===== src/rtl/spi_shifter_pkg.sv =====
// Shared definitions for the SPI shifter slice: default word length,
// shift-order encodings, controller states and the counter-width helper.
package spi_shifter_pkg;

   localparam int unsigned DEFAULT_WIDTH = 8;

   typedef enum logic {
      MSB_FIRST = 1'b0,
      LSB_FIRST = 1'b1
   } mode_e;

   typedef enum logic {
      S_IDLE = 1'b0,
      S_BUSY = 1'b1
   } state_e;

   // Bits needed to hold a count of 0..width inclusive.
   function automatic int unsigned cnt_width(input int unsigned width);
      return $clog2(width + 1);
   endfunction

endpackage


===== src/rtl/spi_bit_counter.sv =====
// Bit counter for the SPI shifter: clears on load, advances once per shift
// and flags the shift that completes the word.
module spi_bit_counter
   import spi_shifter_pkg::*;
#(
   parameter int unsigned WIDTH = DEFAULT_WIDTH,
   parameter int unsigned CNT_W = cnt_width(WIDTH)
) (
   input  logic             clk,
   input  logic             rst,
   input  logic             clr,
   input  logic             inc,
   output logic [CNT_W-1:0] cnt,
   output logic             last
);

   localparam logic [CNT_W-1:0] TERM = CNT_W'(WIDTH - 1);

   // Terminal count: this shift brings the count to WIDTH.
   assign last = inc && (cnt == TERM);

   // Count register; the caller only asserts inc while a word is in flight,
   // so the count parks at WIDTH and never wraps.
   always_ff @(posedge clk) begin
      if (rst || clr)
         cnt <= '0;
      else if (inc)
         cnt <= cnt + 1'b1;
   end

endmodule


===== src/rtl/spi_shifter.sv =====
// SPI shift register: parallel load, serial shift in either bit order,
// parallel unload, with busy/done handshaking around each word.
module spi_shifter
   import spi_shifter_pkg::*;
#(
   parameter int unsigned WIDTH = DEFAULT_WIDTH,
   parameter int unsigned CNT_W = cnt_width(WIDTH)
) (
   input  logic             clk,
   input  logic             rst,
   input  logic [WIDTH-1:0] data,
   input  logic             Ld,
   input  logic             lsb_first,
   input  logic             en,
   input  logic             in,
   input  logic             un_ld,
   output logic             out,
   output logic [WIDTH-1:0] data_out,
   output logic [CNT_W-1:0] bit_cnt,
   output logic             busy,
   output logic             done
);

   logic [WIDTH-1:0] shreg;
   logic [WIDTH-1:0] shreg_shifted;
   mode_e            mode;
   state_e           state, state_n;
   logic             done_n;
   logic             shift;
   logic             last;

   assign busy  = (state == S_BUSY);
   assign shift = en && busy && !Ld;

   // Serial output and next shift value, both steered by the latched mode.
   always_comb begin
      shreg_shifted = {shreg[WIDTH-2:0], in};
      out           = shreg[WIDTH-1];
      if (mode == LSB_FIRST) begin
         shreg_shifted = {in, shreg[WIDTH-1:1]};
         out           = shreg[0];
      end
   end

   spi_bit_counter #(
      .WIDTH (WIDTH),
      .CNT_W (CNT_W)
   ) u_bit_counter (
      .clk  (clk),
      .rst  (rst),
      .clr  (Ld),
      .inc  (shift),
      .cnt  (bit_cnt),
      .last (last)
   );

   // Datapath: shift register, latched mode and parallel result.
   // The final shift wins over un_ld so data_out captures the completed word;
   // otherwise un_ld captures the current (pre-load / pre-shift) contents.
   always_ff @(posedge clk) begin
      if (rst) begin
         shreg    <= '0;
         mode     <= MSB_FIRST;
         data_out <= '0;
      end else begin
         if (Ld) begin
            shreg <= data;
            mode  <= mode_e'(lsb_first);
         end else if (shift) begin
            shreg <= shreg_shifted;
         end
         if (last)
            data_out <= shreg_shifted;
         else if (un_ld)
            data_out <= shreg;
      end
   end

   // Controller state register and registered done pulse.
   always_ff @(posedge clk) begin
      if (rst) begin
         state <= S_IDLE;
         done  <= 1'b0;
      end else begin
         state <= state_n;
         done  <= done_n;
      end
   end

   // Next state: a load (re)starts a word, the last shift ends it.
   always_comb begin
      state_n = state;
      done_n  = 1'b0;
      if (Ld) begin
         state_n = S_BUSY;
      end else if (last) begin
         state_n = S_IDLE;
         done_n  = 1'b1;
      end
   end

endmodule


===== config.mk =====
export PLATFORM = sky130hd
export DESIGN_NAME = spi_shifter
export DESIGN_NICKNAME = d
export VERILOG_FILES = /design/src/rtl/spi_shifter_pkg.sv /design/src/rtl/spi_bit_counter.sv /design/src/rtl/spi_shifter.sv
export SDC_FILE = /design/constraint.sdc
export NUM_CORES = 1
export LEC_CHECK = 0
export CAP_MARGIN = 40
export CORE_MARGIN = 1.5
export CORE_UTILIZATION = 40
export CTS_CLUSTER_SIZE = 14
export DETAILED_ROUTE_END_ITERATION = 10
export GPL_TIMING_DRIVEN = 0
export HOLD_SLACK_MARGIN = 0.05
export PLACE_DENSITY_LB_ADDON = 0.05
export SLEW_MARGIN = 20
export SYNTH_ARGS = -nofsm -noshare
export SYNTH_HDL_FRONTEND = slang
export SYNTH_SLANG_ARGS = --single-unit

===== constraint.sdc =====
create_clock -name clk -period 3.5 [get_ports clk]
set_clock_uncertainty 0.2 [all_clocks]
set_input_delay 0.525 -clock clk [delete_from_list [all_inputs] [get_ports clk]]
set_output_delay 0.525 -clock clk [all_outputs]
set_load 0.005 [all_outputs]

* After elaboration in Yosys (flattened, before gate mapping)
Index checks and enable logic that the tools add are counted.
** Cells by class
- Add/subtract/negate cells :: 1
- Multiply operators :: 0
- Divide/modulo/power cells :: 0
- Magnitude comparators :: 0
- Equality and inequality tests :: 1
- Shift operators :: 0
- Multiplexer cells :: 9
- Bitwise operators :: 0
- Reduce and logical (&&, ||, !) cells :: 9
** Operators with widths (count)
- 2-to-1 mux 8 bit :: 5
- nonzero test 2 bit :: 3
- adder 4 x 1 -> 4 bit (second input constant) :: 1
- equality test 4 x 3 -> 1 bit (second input constant) :: 1
- 2-to-1 mux 1 bit :: 4
- logical AND 1 bit :: 3
- OR reduction 2 bit :: 1
- zero test 1 bit :: 1
- logical OR 1 bit :: 1
** Word-level totals
- Bits in registers :: 23
- Bits in latches :: 0
- RAM bits :: 0
- ROM bits :: 0
- Input bits :: 15
- Output and inout bits :: 15
- Logic and storage cells :: 26
- Memories kept :: 0

* Longest topological paths before layout
Gate-level depths: netlist of run 1.
- Depth after elaboration :: 5
- Depth in mapped cells :: 5
- Mapped depth without buffers :: 4

* Cells and area by module
From an unflattened synthesis of run 1, not the netlist that was laid out.
** Second synthesis, totals
- Cell total of the unflattened synthesis :: 121
- Area total of the unflattened synthesis :: 1149.9 um^2
** Modules (own cells, without submodules)
- spi_shifter :: times used 1, cells each 103, area each 939.7 um^2, sequential area each 380.4 um^2
- spi_bit_counter :: times used 1, cells each 18, area each 210.2 um^2, sequential area each 80.1 um^2

* Worst setup path after synthesis of run 1
No wires, ideal clock.
- Kind :: input -> register
- Start point :: input port Ld
- End point :: register data_out[6]
- Library setup time :: 87 ps
- Arrival :: 1352 ps
- Required time :: 3213 ps
- Setup slack :: 1861 ps
- Stages on the path :: 4
- Path buffers :: 1
- Cell sequence :: nand4bb_1 buf_2 or4_1 o31ai_1
** On the way
- Cells in the longest elaborated chain, start to end :: 4
- Elaborated cells on any way between the ends :: 5
- Those cells by class :: mux: 1; reduce/logical: 4
** RTL lines
- from (decl) :: line spi_shifter.sv:12 : input logic Ld,
- zero test 1 bit * :: line spi_shifter.sv:33 : assign shift = en && busy && !Ld;
- logical AND 1 bit * :: line spi_shifter.sv:33
- logical AND 1 bit * :: line spi_bit_counter.sv:20 : assign last = inc && (cnt == TERM);
- 2-to-1 mux 8 bit / nonzero test 2 bit (equally long branches)
- to (signal assigned) :: line spi_shifter.sv:73 : data_out <= shreg_shifted;
- to (signal assigned) :: line spi_shifter.sv:75 : data_out <= shreg;
- to (decl) :: line spi_shifter.sv:18 : output logic [WIDTH-1:0] data_out,
Mark *: on every way between the ends. The rest lies on a longest branch, timed or not.
A chain may end at the register's enable or synchronous reset.

* Worst setup path in the final report of run 1
- Start point :: register mode
- End point :: output port out
** On the way
- Cells in the longest elaborated chain, start to end :: 1
** RTL lines
- from (decl) :: line spi_shifter.sv:26 : mode_e mode;
- from (signal assigned) :: line spi_shifter.sv:68 : mode <= mode_e'(lsb_first);
- 2-to-1 mux 1 bit :: line spi_shifter.sv:39 : if (mode == LSB_FIRST) begin
- to (decl) :: line spi_shifter.sv:17 : output logic out,
Every way passes these cells.

==> impl_metrics.env, run 1 <==
export IMPL_syn_to_final_growth_pct=29.7
export IMPL_start_util_pct=41.7
export IMPL_fmax_ghz=0.411
export IMPL_ys_ff_latch=23
export IMPL_tightest_slew_ns=0.524
export IMPL_drt_antenna_violating_nets=0
export IMPL_power_frac_clock_pct=25.8
export IMPL_yosysSeqAreaShare_pct=40.8
export IMPL_placed_area_mm2=0.00144
export IMPL_synth_simple_area_share_pct=14.3
export IMPL_worst_setup_path_end_kind="primary output"
export IMPL_clock_sinks=23
export IMPL_path_clk_slew_ns=0.13
export IMPL_hold_buffers=0
export IMPL_htree_num_levels=1
export IMPL_place_congestion=0.828
export IMPL_syn_nets=139
export IMPL_dr_first_iter_drc_count=26
export IMPL_worst_endpoint_arrival_ns=1.71
export IMPL_clockRootBuffer="clkbuf_4"
export IMPL_drive_gt1_share_pct=8.44
export IMPL_drc=0
export IMPL_detailed_place_hpwl_um=1940
export IMPL_grt_max_degree=13
export IMPL_core_area_mm2=0.00271
export IMPL_critical_path_startpoint_type="flop"
export IMPL_power_density_mw_per_mm2=342
export IMPL_synth_xor_area_share_pct=1.55
export IMPL_synth_cells=123
export IMPL_p_int_uw=366
export IMPL_pin_count=30
export IMPL_slew_headroom_pct=65.0
export IMPL_path_class="flop to primary output"
export IMPL_maxCapViolations=0
export IMPL_via_per_inst=5.56
export IMPL_wl_per_cell_um=14.0
export IMPL_antenna_found_initial=0
export IMPL_hp_class="flop to flop"
export IMPL_static_leakage_power_nw=0.545
export IMPL_gr_total_overflow=0
export IMPL_p_comb_share_pct=17.5
export IMPL_gr_usage_all_layers_pct=17.3
export IMPL_yosysUniqueCellTypes=26
export IMPL_grt_pass1_wl_um=4330
export IMPL_nets=171
export IMPL_cts_tree="yes"
export IMPL_final_common_cell="clkdlybuf4s50_1"
export IMPL_grt_pass1_vias=935
export IMPL_num_rows=19
export IMPL_io_buffers=27
export IMPL_nFillCells=262
export IMPL_drtPass1Iterations=4
export IMPL_setup_viol_count_final=0
export IMPL_synthesis_area_mm2=0.00113
export IMPL_period_minus_slack_ns=2.43
export IMPL_synthAdderAreaFrac_pct=1.11
export IMPL_cts_resized=0
export IMPL_avgSynthCellArea_um2=9.19
export IMPL_switching_power_uw=136
export IMPL_rsz0062_at_grt="false"
export IMPL_synth_compound_area_share_pct=20.0
export IMPL_dieArea_mm2=0.00315
export IMPL_clockBufferDepth=2
export IMPL_diodes=0
export IMPL_num_vias=1028
export IMPL_finalHoldViolations=0
export IMPL_yosysWarnings=0
export IMPL_fin_area_mm2=0.00147
export IMPL_die_h_um=56.1
export IMPL_power_frac_seq_pct=56.6
export IMPL_fin_crit_sh_pct=69.5
export IMPL_status="completed"
export IMPL_irDropWorstVdd_uv=212
export IMPL_swShare_pct=27.0
export IMPL_synth_mux_area_share_pct=17.3
export IMPL_die_w_um=56.1
export IMPL_final_max_slew_viol_count=0
export IMPL_setup_tns_ns=0
export IMPL_crit_fanout=10
export IMPL_drt_wl_total_um=2590
export IMPL_postCtsSetupBuffers=0
export IMPL_mostFrequentLayoutCells="clkdlybuf4s50_1, dfxtp_1, mux2i_1, a21oi_1, nand2_1"
export IMPL_numCtsBuffers=3
export IMPL_clkLatencyLatePin_ns=0.32
export IMPL_required_ns=2.77
export IMPL_synth_top_family_by_area="compound AO/OA/AOI/OAI gates"
sequential cells by signal, summed over array words and instances, names as in the netlist:
signal	cells
busy	1
data_out	8
done	1
mode	1
shreg	8
u_bit_counter.cnt	4
cell families (layout without fill, tap and decap cells):
group,count (synthesis),in the layout
AOI/OAI and AO/OA,34,34
xor gates and xnor gates,2,2
adders and majority gates,1,1
buffers and inverters,13,44
DFF,23,23
muxes,19,19
and+or+nand+nor,31,31
per-layer routing:
metal	vias up	share of wire, %	global-route usage, %
met5	-	0	0
met1	471	50	25.0
li1	517	-	-
met4	0	2.0	6.80
met3	7	5.1	2.09
met2	33	43	26.1
Yosys cell counts:
cell type  number  share of area (%)
mux2i_1        15                 13
o21ai_0         1               0.44
or4_1           5                3.3
a21oi_1        13                5.8
nor2_1          4                1.3
or3_1           1               0.55
o211ai_1        3                2.0
o31ai_1         5                3.3
xor2_1          1               0.78
buf_2           5                2.2
a21o_1          3                2.0
ha_1            1                1.1
clkbuf_1        6                2.0
clkbuf_2        1               0.44
and2_1          1               0.55
or2_1           1               0.55
xnor2_1         1               0.78
nor3_1          7                3.1
a211oi_1        4                2.7
a211o_1         5                3.9
nand4bb_1       1                1.0
dfxtp_1        23                 41
mux2_2          4                4.0
nand3_1         2               0.89
inv_1           1               0.33
nand2_1         9                3.0
worst max-delay path: stages, from the launching register on:
cell and delay [ns]:
dfxtp_1 0.33, buf_2 0.25, mux2_2 0.36, clkdlybuf4s50_1 0.44
through the flow:
| stage | cells | total power, mW | util, % | setup WS, ns | hold WS [ns] |
|---|---|---|---|---|---|
| 2_1_floorplan | 123 | 0.339 | - | 1.86 | 0.292 |
| 3_3_place_gp | 181 | 0.377 | 53.1 | 1.30 | 0.290 |
| 3_5_place_dp | 181 | 0.378 | 53.1 | 1.28 | 0.299 |
| 4_1_cts | 185 | 0.504 | 54.1 | 1.06 | 0.319 |
| 5_1_grt | 185 | 0.525 | 54.1 | 1.02 | 0.353 |
| 6_report | 185 | 0.502 | 54.1 | 1.07 | 0.315 |
path summary, 6_finish.rpt:
check | slack, ns | cells past startpoint | to | startpoint
min reg2reg | 0.32 | 2 | u_bit_counter.cnt[3] | u_bit_counter.cnt[3]
min | 0.32 | 2 | u_bit_counter.cnt[3] | u_bit_counter.cnt[3]
max | 1.07 | 3 | out | mode
max reg2reg | 1.77 | 5 | data_out[6] | u_bit_counter.cnt[0]
power by group through the flow:
stage,logic (mW),registers (mW),clock network [mW]
floorplan,0.0523,0.287,0
detailed placement,0.0880,0.290,0
CTS,0.0884,0.284,0.132
global placement,0.0870,0.290,0
finish,0.0879,0.284,0.130
global route,0.0963,0.286,0.143
cell type report:
cell class / instances / area (um2) / share of cell area [%]
multi-input combinational: 87 / 613 / 41.8
sequential: 23 / 460 / 31.4
timing repair buffer: 27 / 270 / 18.4
buffer: 12 / 52.6 / 3.59
tap: 31 / 38.8 / 2.65
clock buffer: 4 / 26.3 / 1.79
inverter: 1 / 3.75 / 0.256
(Power assumes the default switching activity.)
==> inputs of run 2 (changes only) <==
clock period = 2.07 ns   (was 3.5 ns; I/O delays follow)
==> run 2 against run 1 <==
Net effect:
- setup slack got worse by 1.0 ns
- routed wire length up 1.5%
- via count up 0.68%
- global-route usage rose by 0.24 points
- die area did not move
- clock power increased by 68%
- cell area rose by 1.0%
- sequential power rose by 69%
- power is 70% higher
- largest cell class unchanged
- count of clock-buffer cells in the layout stayed put
- sequential cell count stayed put
- largest power group unchanged
- non-clock buffer count is 1 higher
==> impl_metrics.env, run 2 (synthesis gave the netlist of run 1 again) <==
export IMPL_clkLatencyLatePin_ns=0.32
export IMPL_pin_count=30
export IMPL_grt_pass1_wl_um=4400
export IMPL_htree_num_levels=1
export IMPL_dp_cells=181
export IMPL_path_class="flop to primary output"
export IMPL_final_common_cell="clkdlybuf4s50_1"
export IMPL_static_leakage_power_nw=0.552
export IMPL_numCtsBuffers=3
export IMPL_drt_wl_total_um=2630
export IMPL_clockBufferDepth=2
export IMPL_clock_sinks=23
export IMPL_setup_ws_ns=0.0411
export IMPL_placed_area_mm2=0.00144
export IMPL_hold_path_startpoint="rst"
export IMPL_crit_buf_inv=2
export IMPL_fmax_ghz=0.493
export IMPL_start_util_pct=41.7
export IMPL_dr_first_iter_drc_count=27
export IMPL_grt_pass1_vias=940
export IMPL_fin_crit_sh_pct=98.0
export IMPL_setup_viol_count_final=0
export IMPL_syn_to_final_growth_pct=31.0
export IMPL_nets=172
export IMPL_worst_setup_path_end_kind="primary output"
export IMPL_crit_chain="buf_6, mux2_2, clkdlybuf4s50_1"
export IMPL_required_ns=1.56
export IMPL_seqCellArea_um2=462
export IMPL_hold_buffers=0
export IMPL_die_w_um=56.1
export IMPL_mostFrequentLayoutCells="clkdlybuf4s50_1, dfxtp_1, mux2i_1, a21oi_1, nand2_1"
export IMPL_drive_gt1_share_pct=9.68
export IMPL_rsz0062_at_grt="false"
export IMPL_antenna_found_initial=0
export IMPL_crit_fanout=2
export IMPL_whs_path_depth=2
export IMPL_irDropWorstVdd_uv=362
export IMPL_gr_total_overflow=0
export IMPL_critical_path_startpoint_type="flop"
export IMPL_final_max_slew_viol_count=0
export IMPL_largestRegisters="data_out: 8 flops, shreg: 8 flops, u_bit_counter.cnt: 4 flops"
export IMPL_place_congestion=0.828
export IMPL_gr_usage_all_layers_pct=17.5
export IMPL_slew_headroom_pct=65.1
export IMPL_hp_class="primary input to flop"
export IMPL_io_buffers=27
export IMPL_num_rows=19
export IMPL_finalHoldViolations=0
export IMPL_drt_antenna_violating_nets=0
export IMPL_nFillCells=263
export IMPL_slowest_stage="clkdlybuf4s50_1"
export IMPL_drc=0
export IMPL_worst_endpoint_arrival_ns=1.52
export IMPL_period_minus_slack_ns=2.03
export IMPL_path_clk_slew_ns=0.14
export IMPL_die_h_um=56.1
export IMPL_p_total_uw=851
export IMPL_cp_top_family="buffers and inverters"
export IMPL_tightest_slew_ns=0.523
export IMPL_final_cell_count_no_fill=186
export IMPL_power_density_mw_per_mm2=575
export IMPL_num_vias=1035
export IMPL_detailed_place_hpwl_um=1940
export IMPL_r2r_slack_ns=0.35
export IMPL_wl_per_cell_um=14.1
export IMPL_cts_tree="yes"
export IMPL_cpPeakStageDelay_ns=0.44
export IMPL_r2r_start="u_bit_counter.cnt[0]"
export IMPL_diodes=0
export IMPL_core_area_mm2=0.00271
export IMPL_dpl_worst_slack_ns=0.0658
export IMPL_status="completed"
export IMPL_via_per_inst=5.56
export IMPL_utilization_pct=54.6
export IMPL_r2r_end="data_out[6]"
export IMPL_holdWs_ns=0.208
export IMPL_maxCapViolations=0
export IMPL_drtPass1Iterations=4
export IMPL_multi_input_area_um2=613
export IMPL_clockRootBuffer="clkbuf_4"
export IMPL_setup_tns_ns=0
export IMPL_fin_area_mm2=0.00148
export IMPL_rr_worst_depth=5
export IMPL_dieArea_mm2=0.00315
export IMPL_hold_end="data_out[3]"
export IMPL_grt_max_degree=13
-- run 2: routing by layer --
metal | vias to the layer above | track usage (%) | part of all wire (%)
met3 | 4 | 2.09 | 4.9
met4 | 0 | 6.80 | 0.87
met2 | 32 | 26.4 | 45
met5 | - | 0 | 0
met1 | 479 | 25.4 | 49
li1 | 520 | - | -
-- run 2: how the worst max path moves through the flow --
| stage | start | end | slack (ns) | cells after the start |
|---|---|---|---|---|
| 2_1_floorplan | u_bit_counter.cnt[0] | data_out[6] | 0.48 | 5 |
| 3_3_place_gp | en | data_out[7] | 0.09 | 5 |
| 3_5_place_dp | en | data_out[7] | 0.07 | 5 |
| 4_1_cts | mode | out | 0.03 | 3 |
| 5_1_grt | mode | out | 0.006 | 3 |
| 6_report | mode | out | 0.04 | 3 |
-- run 2: final cells by class --
cell class                      count  share of cell area, %
Buffer                             12                   3.97
Multi-Input combinational cell     87                   41.4
Tap cell                           31                   2.62
Inverter                            1                  0.254
Sequential cell                    23                   31.2
Timing Repair Buffer               28                   18.8
Clock buffer                        4                   1.78
-- run 2: report_power, final --
group / internal, mW / switching, mW
Sequential: 0.463 / 0.0181
Clock: 0.0753 / 0.142
Combinational: 0.0836 / 0.0688
Total: 0.621 / 0.229
-- run 2: repair_timing --
item	CTS	global route
endpoints found under the setup margin	1	1
buffers inserted	1	0
gates resized for setup	2	1
hold endpoints to repair	0	0
==> inputs of run 3 (changes only) <==
CAP_MARGIN = 20   (was 40)
MAX_ROUTING_LAYER = met4   (was unset)
==> run 3 against run 2 <==
Net effect:
- first-iteration DRC count up 11%
- routed wire length down 0.49%
- worst hold slack worse by 0.0027 ns
- setup slack worse by 0.0025 ns
- largest power group unchanged
==> impl_metrics.env, run 3 (synthesis gave the netlist of run 1 again) <==
export IMPL_status="completed"
export IMPL_critical_path_startpoint="mode"
export IMPL_via_per_inst=5.58
export IMPL_dr_first_iter_drc_count=30
export IMPL_rr_worst_depth=5
export IMPL_nFillCells=263
export IMPL_drt_antenna_violating_nets=0
export IMPL_r2r_slack_ns=0.35
export IMPL_cpPeakStageDelay_ns=0.44
export IMPL_hp_class="primary input to flop"
export IMPL_tightest_slew_ns=0.530
export IMPL_fmax_ghz=0.492
export IMPL_drtPass1Iterations=4
export IMPL_worst_setup_path_end_kind="primary output"
export IMPL_fin_crit_sh_pct=98.1
export IMPL_hold_end="data_out[3]"
export IMPL_grt_max_degree=13
export IMPL_final_cell_count_no_fill=186
export IMPL_p_total_uw=851
export IMPL_detailed_place_hpwl_um=1940
export IMPL_antenna_found_initial=0
export IMPL_wl_per_cell_um=14.1
export IMPL_crit_chain="buf_6, mux2_2, clkdlybuf4s50_1"
export IMPL_r2r_start="u_bit_counter.cnt[0]"
export IMPL_dp_cells=181
export IMPL_path_clk_slew_ns=0.14
export IMPL_required_ns=1.56
export IMPL_numCtsBuffers=3
export IMPL_core_area_mm2=0.00271
export IMPL_final_common_cell="clkdlybuf4s50_1"
export IMPL_maxCapViolations=0
export IMPL_hold_path_startpoint="rst"
export IMPL_htree_num_levels=1
export IMPL_largestRegisters="data_out: 8 flops, shreg: 8 flops, u_bit_counter.cnt: 4 flops"
export IMPL_path_class="flop to primary output"
export IMPL_drc=0
export IMPL_mostFrequentLayoutCells="clkdlybuf4s50_1, dfxtp_1, mux2i_1, a21oi_1, nand2_1"
export IMPL_place_congestion=0.841
export IMPL_worst_endpoint_arrival_ns=1.52
export IMPL_crit_fanout=2
export IMPL_hold_buffers=0
export IMPL_grt_pass1_vias=941
export IMPL_rsz0062_at_grt="false"
export IMPL_slowest_stage="clkdlybuf4s50_1"
export IMPL_setup_viol_count_final=0
export IMPL_diodes=0
export IMPL_drt_wl_total_um=2620
export IMPL_gr_total_overflow=0
export IMPL_period_minus_slack_ns=2.03
export IMPL_grt_pass1_wl_um=4390
export IMPL_drive_gt1_share_pct=9.68
export IMPL_r2r_end="data_out[6]"
export IMPL_gr_usage_all_layers_pct=17.9
export IMPL_clockRootBuffer="clkbuf_4"
export IMPL_finalHoldViolations=0
export IMPL_num_vias=1038
export IMPL_nets=172
export IMPL_whs_path_depth=2
export IMPL_dieArea_mm2=0.00315
export IMPL_power_density_mw_per_mm2=575
export IMPL_clkLatencyLatePin_ns=0.32
export IMPL_io_buffers=27
export IMPL_clock_sinks=23
export IMPL_die_h_um=56.1
export IMPL_static_leakage_power_nw=0.552
export IMPL_num_rows=19
export IMPL_start_util_pct=41.7
export IMPL_cts_tree="yes"
export IMPL_clockBufferDepth=2
export IMPL_pin_count=30
export IMPL_critical_path_startpoint_type="flop"
export IMPL_slew_headroom_pct=64.7
export IMPL_die_w_um=56.1
export IMPL_irDropWorstVdd_uv=362
export IMPL_setup_tns_ns=0
export IMPL_final_max_slew_viol_count=0
export IMPL_syn_to_final_growth_pct=31.0
-- run 3: cell counts in the layout (fill, tap and decap cells not counted) --
Identical to the previous run, type by type.
-- run 3: routing by layer --
| metal | part of all wire (%) | vias to the layer above | track usage [%] |
|---|---|---|---|
| met3 | 5.8 | 6 | 2.09 |
| met5 | 0 | - | - |
| li1 | - | 521 | - |
| met4 | 1.2 | 0 | 6.80 |
| met2 | 44 | 33 | 26.6 |
| met1 | 49 | 478 | 25.0 |
-- run 3: worst max-delay path by stage --
stage                        to  slack (ns)  depth (start not counted)
floorplan           data_out[6]        0.48                          5
global placement    data_out[7]        0.09                          5
detailed placement  data_out[7]        0.07                          5
CTS                         out        0.03                          3
global route                out       0.006                          3
finish                      out        0.04                          3
-- run 3: layout make-up --
type	count	area (um2)	area share, %
inverters	1	3.75	0.254
well taps	31	38.8	2.62
flip-flops and latches	23	462	31.2
clock buffers	4	26.3	1.78
multi-input cells	87	613	41.4
plain buffers	12	58.8	3.97
repair buffers	28	278	18.8
-- run 3: timing repair --
| action | CTS | global route |
|---|---|---|
| buffers inserted | 1 | 0 |
| pin swaps | 0 | 0 |
| setup endpoints to repair | 1 | 1 |
| resized for setup | 2 | 1 |
-- run 3: critical path: cells and delay by family (launching register included) --
family,cells,cell delay (ns)
flip-flops,1,0.35
buffers and inverters,2,0.53
multiplexers,1,0.32
-- run 3: stage by stage --
stage	setup slack (ns)	cell area, um2	hold slack [ns]	utilization (%)
finish	0.0386	1480	0.206	54.6
floorplan	0.477	1130	0.255	-
CTS	0.0279	1480	0.195	54.6
global placement	0.0888	1440	0.290	53.1
detailed placement	0.0658	1440	0.299	53.1
global route	0.00554	1480	0.241	54.6
-- run 3: report_power, final --
part / leakage [nW] / total (mW) / internal [mW] / switching, mW
registers: 0.189 / 0.481 / 0.463 / 0.0181
clock network: 0.0150 / 0.218 / 0.0754 / 0.143
logic: 0.348 / 0.152 / 0.0836 / 0.0686
total: 0.552 / 0.851 / 0.622 / 0.230
